$ cat src/rtl/iter_2d.sv
// iter_2d: runtime-bounded 2-D coordinate iterator.
// x runs fastest; one point per valid/ready handshake.
module iter_2d #(
  parameter int X_WIDTH    = 10,
  parameter int Y_WIDTH    = 10,
  parameter bit CONTINUOUS = 1'b0
) (
  input  logic               clk,
  input  logic               reset,
  input  logic               start,
  input  logic               abort,
  input  logic [X_WIDTH-1:0] x_start,
  input  logic [X_WIDTH-1:0] x_end,
  input  logic [Y_WIDTH-1:0] y_start,
  input  logic [Y_WIDTH-1:0] y_end,
  output logic               valid,
  input  logic               ready,
  output logic [X_WIDTH-1:0] x,
  output logic [Y_WIDTH-1:0] y,
  output logic               x_last,
  output logic               last,
  output logic               busy,
  output logic               done
);

  typedef enum logic {IDLE, RUN} state_t;

  localparam logic [X_WIDTH-1:0] X_ONE = 1;
  localparam logic [Y_WIDTH-1:0] Y_ONE = 1;

  state_t state, state_n;

  logic [X_WIDTH-1:0] xs_q, xe_q, xs_n, xe_n, x_n;
  logic [Y_WIDTH-1:0] ys_q, ye_q, ys_n, ye_n, y_n;
  logic               hs, done_n, xl_n, last_n;

  assign valid = (state == RUN);
  assign busy  = valid;
  assign hs    = valid && ready;

  always_comb begin
    state_n = state;
    x_n     = x;
    y_n     = y;
    xs_n    = xs_q;
    xe_n    = xe_q;
    ys_n    = ys_q;
    ye_n    = ye_q;
    done_n  = 1'b0;
    unique case (state)
      IDLE: begin
        if (start && !abort) begin
          state_n = RUN;
          xs_n    = x_start;
          ys_n    = y_start;
          // An inverted range degenerates to a single column/row.
          xe_n    = (x_end < x_start) ? x_start : x_end;
          ye_n    = (y_end < y_start) ? y_start : y_end;
          x_n     = x_start;
          y_n     = y_start;
        end
      end
      RUN: begin
        if (abort) begin
          state_n = IDLE;
        end else if (hs) begin
          if (!x_last) begin
            x_n = x + X_ONE;
          end else if (!last) begin
            x_n = xs_q;
            y_n = y + Y_ONE;
          end else begin
            done_n = 1'b1;
            x_n    = xs_q;
            y_n    = ys_q;
            if (!CONTINUOUS) state_n = IDLE;
          end
        end
      end
    endcase
    // Flags are precomputed so they register together with x/y.
    xl_n   = (state_n == RUN) && (x_n == xe_n);
    last_n = xl_n && (y_n == ye_n);
  end

  always_ff @(posedge clk) begin
    if (!reset) begin
      state  <= IDLE;
      x      <= '0;
      y      <= '0;
      xs_q   <= '0;
      xe_q   <= '0;
      ys_q   <= '0;
      ye_q   <= '0;
      x_last <= 1'b0;
      last   <= 1'b0;
      done   <= 1'b0;
    end else begin
      state  <= state_n;
      x      <= x_n;
      y      <= y_n;
      xs_q   <= xs_n;
      xe_q   <= xe_n;
      ys_q   <= ys_n;
      ye_q   <= ye_n;
      x_last <= xl_n;
      last   <= last_n;
      done   <= done_n;
    end
  end

endmodule

$ cat config.mk
export PLATFORM = sky130hd
export DESIGN_NAME = iter_2d
export DESIGN_NICKNAME = d
export VERILOG_FILES = /design/src/rtl/iter_2d.sv
export SDC_FILE = /design/constraint.sdc
export NUM_CORES = 1
export LEC_CHECK = 0
export ABC_AREA = 1
export ABC_CLOCK_PERIOD_IN_PS = 1900
export BUFFER_PORTS_ARGS = -buffer_cell sky130_fd_sc_hd__buf_2
export CAP_MARGIN = 20
export CORE_MARGIN = 2
export CORE_UTILIZATION = 52
export DETAILED_ROUTE_END_ITERATION = 10
export PLACE_DENSITY = 0.82
export SKIP_LAST_GASP = 1
export SYNTH_ARGS = -nofsm -noshare
export SYNTH_HDL_FRONTEND = slang
export SYNTH_SLANG_ARGS = --single-unit
$ cat constraint.sdc
create_clock -name clk -period 1.9 [get_ports clk]
set_input_delay 0.19 -clock clk [delete_from_list [all_inputs] [get_ports clk]]
set_output_delay 0.19 -clock clk [all_outputs]
set_load 0.02 [all_outputs]
==> flow_summary_export.csv <==
group,metric,value,unit
route,vias,5710,
sta,finalSetupViolCount,2,
floorplan,io_pins,70,
power_and_ir_drop,peakVddDrop,390,uV
placement,dpl.hpwl,11000,um
critical_path,arrival,2.25,ns
route,via_per_inst,5.64,
critical_path,critPathLaunchType,"flip-flop",
clocking,max-clock-path-buffers,2,
logic_synthesis,ys_seq_area_share,27.8,%
logic_synthesis,synth_top_family_by_area,"simple AND/OR/NAND/NOR gates",
critical_path,crit_type,"flip-flop to flip-flop",
layout,fillers,652,
logic_synthesis,synth_edf_count,0,
sta,finalCritPeriodShare,104,%
logic_synthesis,synth_seq_cells,64,
sta,worst_slack,-0.0797,ns
sta,finalHoldViolations,0,
route,drtPass1Iterations,6,
route,drt_iter0_drc,485,
clocking,numCtsBuffers,9,
floorplan,rows,34,
sta,slew_violations,0,
clocking,h-tree-depth,3,
power_and_ir_drop,power.total,4.20,mW
route,routedWlPerCell,15.7,um
logic_synthesis,syn_nets,790,
worst_hold_path,hold_path_class,"input port to flip-flop",
logic_synthesis,syn_inst,725,
global_route,grt_antenna_before_repair,0,
critical_path,required,2.17,ns
logic_synthesis,synth-compound-area-share,15.3,%
worst_hold_path,hold-path-cell-count,3,
layout,area_growth,37.4,%
layout,n_antenna_cell,0,
critical_path,rrSetupSlack,-0.08,ns
layout,layout_common_cells,"nand2_1, buf_4, inv_1",
sta,post-route-min-period,1.98,ns
logic_synthesis,yosys_most_used_dff,"dfxtp_1",
layout,nets,965,
floorplan,start_util,53.3,%
clocking,clk_pin_slew,0.07,ns
sta,fmax,505,MHz
critical_path,r2r_end,"last",
global_route,grt_usage,31.8,%
sta,clock_skew,0.00876,ns
critical_path,ff2ff_path_depth,14,
clocking,ctsHoldBuffers,0,
route,drt_wl_total,15900,um
run_status,violations,"setup timing",
layout,regArea,0.00129,sq mm
global_route,gr-usage-met2,51.0,%
critical_path,reg2reg_from,"busy",
layout,drive_gt1_share,32.9,%
logic_synthesis,synthAdderAreaFrac,5.43,%
logic_synthesis,synthMuxAreaShare,0,%
layout,multi_input_area,0.00295,sq mm
clocking,cts_tree,"done",
global_route,grt_pass1_wl,24900,um
clocking,clkLatencyLatePin,0.35,ns
logic_synthesis,syn_area,0.00460,sq mm
logic_synthesis,synth_xor_area_share,0.380,%
floorplan,core-area,0.00864,sq mm
global_route,use_met3,5.94,%
clocking,clock-root-buffer,"clkbuf_8",
critical_path,crit_path_max_fanout,5,
sta,worst_pin_slew,0.471,ns
placement,place.gp.congestion,0.909,
power_and_ir_drop,power.density,664,mW/mm^2
critical_path,critPathCaptureType,"flip-flop",
global_route,grt_pass1_vias,5348,
floorplan,die_h,98.1,um
logic_synthesis,yosysWarnings,0,
logic_synthesis,synth-simple-area-share,38.8,%
layout,final_common_cell,"nand2_1",
flow_run,maxCapViolCount,0,
logic_synthesis,synth_cell_types,48,
power_and_ir_drop,leakagePower,3.26,nW
floorplan,die-area,0.00962,sq mm
run_status,status,"finished, violations left",
logic_synthesis,async_reset_ff_share,0,%
global_route,gr-usage-met1,41.4,%
placement,dp.cells,979,
global_route,gr-total-overflow,0,
logic_synthesis,syn_area_per_cell,6.35,sq um
layout,final_cells,1013,
sta,slew_headroom,68.3,%
route,drcViolationCount,0,
clocking,clock-sinks,64,
global_route,grt_most_used_layer,"met2",
sta,rsz0062_at_grt,"true",
worst_hold_path,min_from,"x_start[0]",
placement,portBuffers,69,
floorplan,die_w,98.1,um
global_route,grt_max_degree,31,
route,ant_nets,0,
worst_hold_path,hold_path_end,"xs_q[0]",
layout make-up:
cell class | count | area share, %
inverters | 98 | 5.91
repair buffers | 194 | 21.5
multi-input cells | 533 | 46.7
flip-flops and latches | 64 | 20.4
well taps | 108 | 2.14
clock buffers | 11 | 2.08
clock inverters | 5 | 1.29
cell families after synthesis:
logic type      Yosys count
simple gates            395
buf+inv                 130
compound gates          114
flops                    64
fa+ha+maj                20
xor+xnor                  2
stage by stage:
stage	hold slack [ns]	TNS [ns]	util (%)	setup slack (ns)	instance area [sq um]
2_1_floorplan	0.328	0	-	0.0104	4610
3_3_place_gp	0.440	-0.491	66.7	-0.275	5760
3_5_place_dp	0.442	-0.786	66.7	-0.395	5760
4_1_cts	0.121	-0.0161	70.8	-0.0161	6110
5_1_grt	0.133	-0.381	73.3	-0.233	6330
6_report	0.137	-0.103	73.3	-0.0797	6330
how the worst max path moves through the flow:
stage / from / to / slack (ns) / cells after the start
3_5_place_dp: x_start[5] / last / -0.39 / 18
5_1_grt: y[1] / last / -0.23 / 16
2_1_floorplan: y_start[9] / last / 0.01 / 13
3_3_place_gp: y_start[9] / last / -0.27 / 13
6_report: busy / last / -0.08 / 14
4_1_cts: busy / last / -0.02 / 14
routing by layer:
layer / part of all wire [%] / wire, um / vias to the layer above
met2: 47 / 7450 / 352
met1: 40 / 6370 / 2575
met3: 10 / 1650 / 53
met4: 3.0 / 481 / 0
li1: - / - / 2730
met5: 0 / 0 / -
registers in the layout, indices dropped and copies added, names as in the netlist:
signal,flops
last,1
y,10
x,10
ys_q,10
x_last,1
done,1
xs_q,10
busy,1
ye_q,10
xe_q,10
cell usage after synthesis, types with 2 or more instances:
cell type	n	area share [%]
nand2_1	195	16
inv_1	91	7.4
nor2_1	71	5.8
dfxtp_1	64	28
nand3_1	61	6.6
a21oi_1	53	5.8
nand4_1	30	4.1
ha_1	20	5.4
o21ai_0	19	2.1
buf_2	13	1.4
or2_2	13	1.8
clkbuf_1	9	0.73
a211oi_1	8	1.3
nand3_2	7	1.5
o21a_1	6	0.98
buf_6	5	1.2
o211ai_1	5	0.82
nor2_2	4	0.54
o211ai_2	4	1.1
clkinv_1	3	0.24
inv_2	3	0.24
nand2_2	3	0.41
o21ai_1	3	0.33
o22ai_1	3	0.41
a21o_1	2	0.33
a22oi_1	2	0.33
a22oi_2	2	0.54
buf_4	2	0.33
nand3b_1	2	0.33
nor2_4	2	0.49
nor3_1	2	0.22
o211a_1	2	0.43
power by group:
group	switching, mW	leakage [nW]	total [mW]	internal, mW
clock	0.570	0.104	1.31	0.740
combinational	0.796	2.63	1.38	0.584
sequential	0.0694	0.529	1.51	1.44
critical path, stage by stage (launching register included):
cell     delay (ns)
dfxtp_4        0.38
nand2_1        0.08
nor2_2         0.15
nand2_1        0.15
inv_2          0.15
nand3_1        0.12
a21oi_2        0.19
inv_1          0.08
nand3_1        0.08
nand2_1        0.05
nor2_1         0.08
nand2_1        0.07
nor2_2         0.09
nand3_2        0.08
nor3_2         0.16
timing repair:
action	4_1_cts	5_1_grt
endpoints found under the setup margin	2	2
buffers inserted	5	10
gates cloned	1	2
pin swaps	11	14
resized for setup	25	35
(Power assumes the default switching activity.)
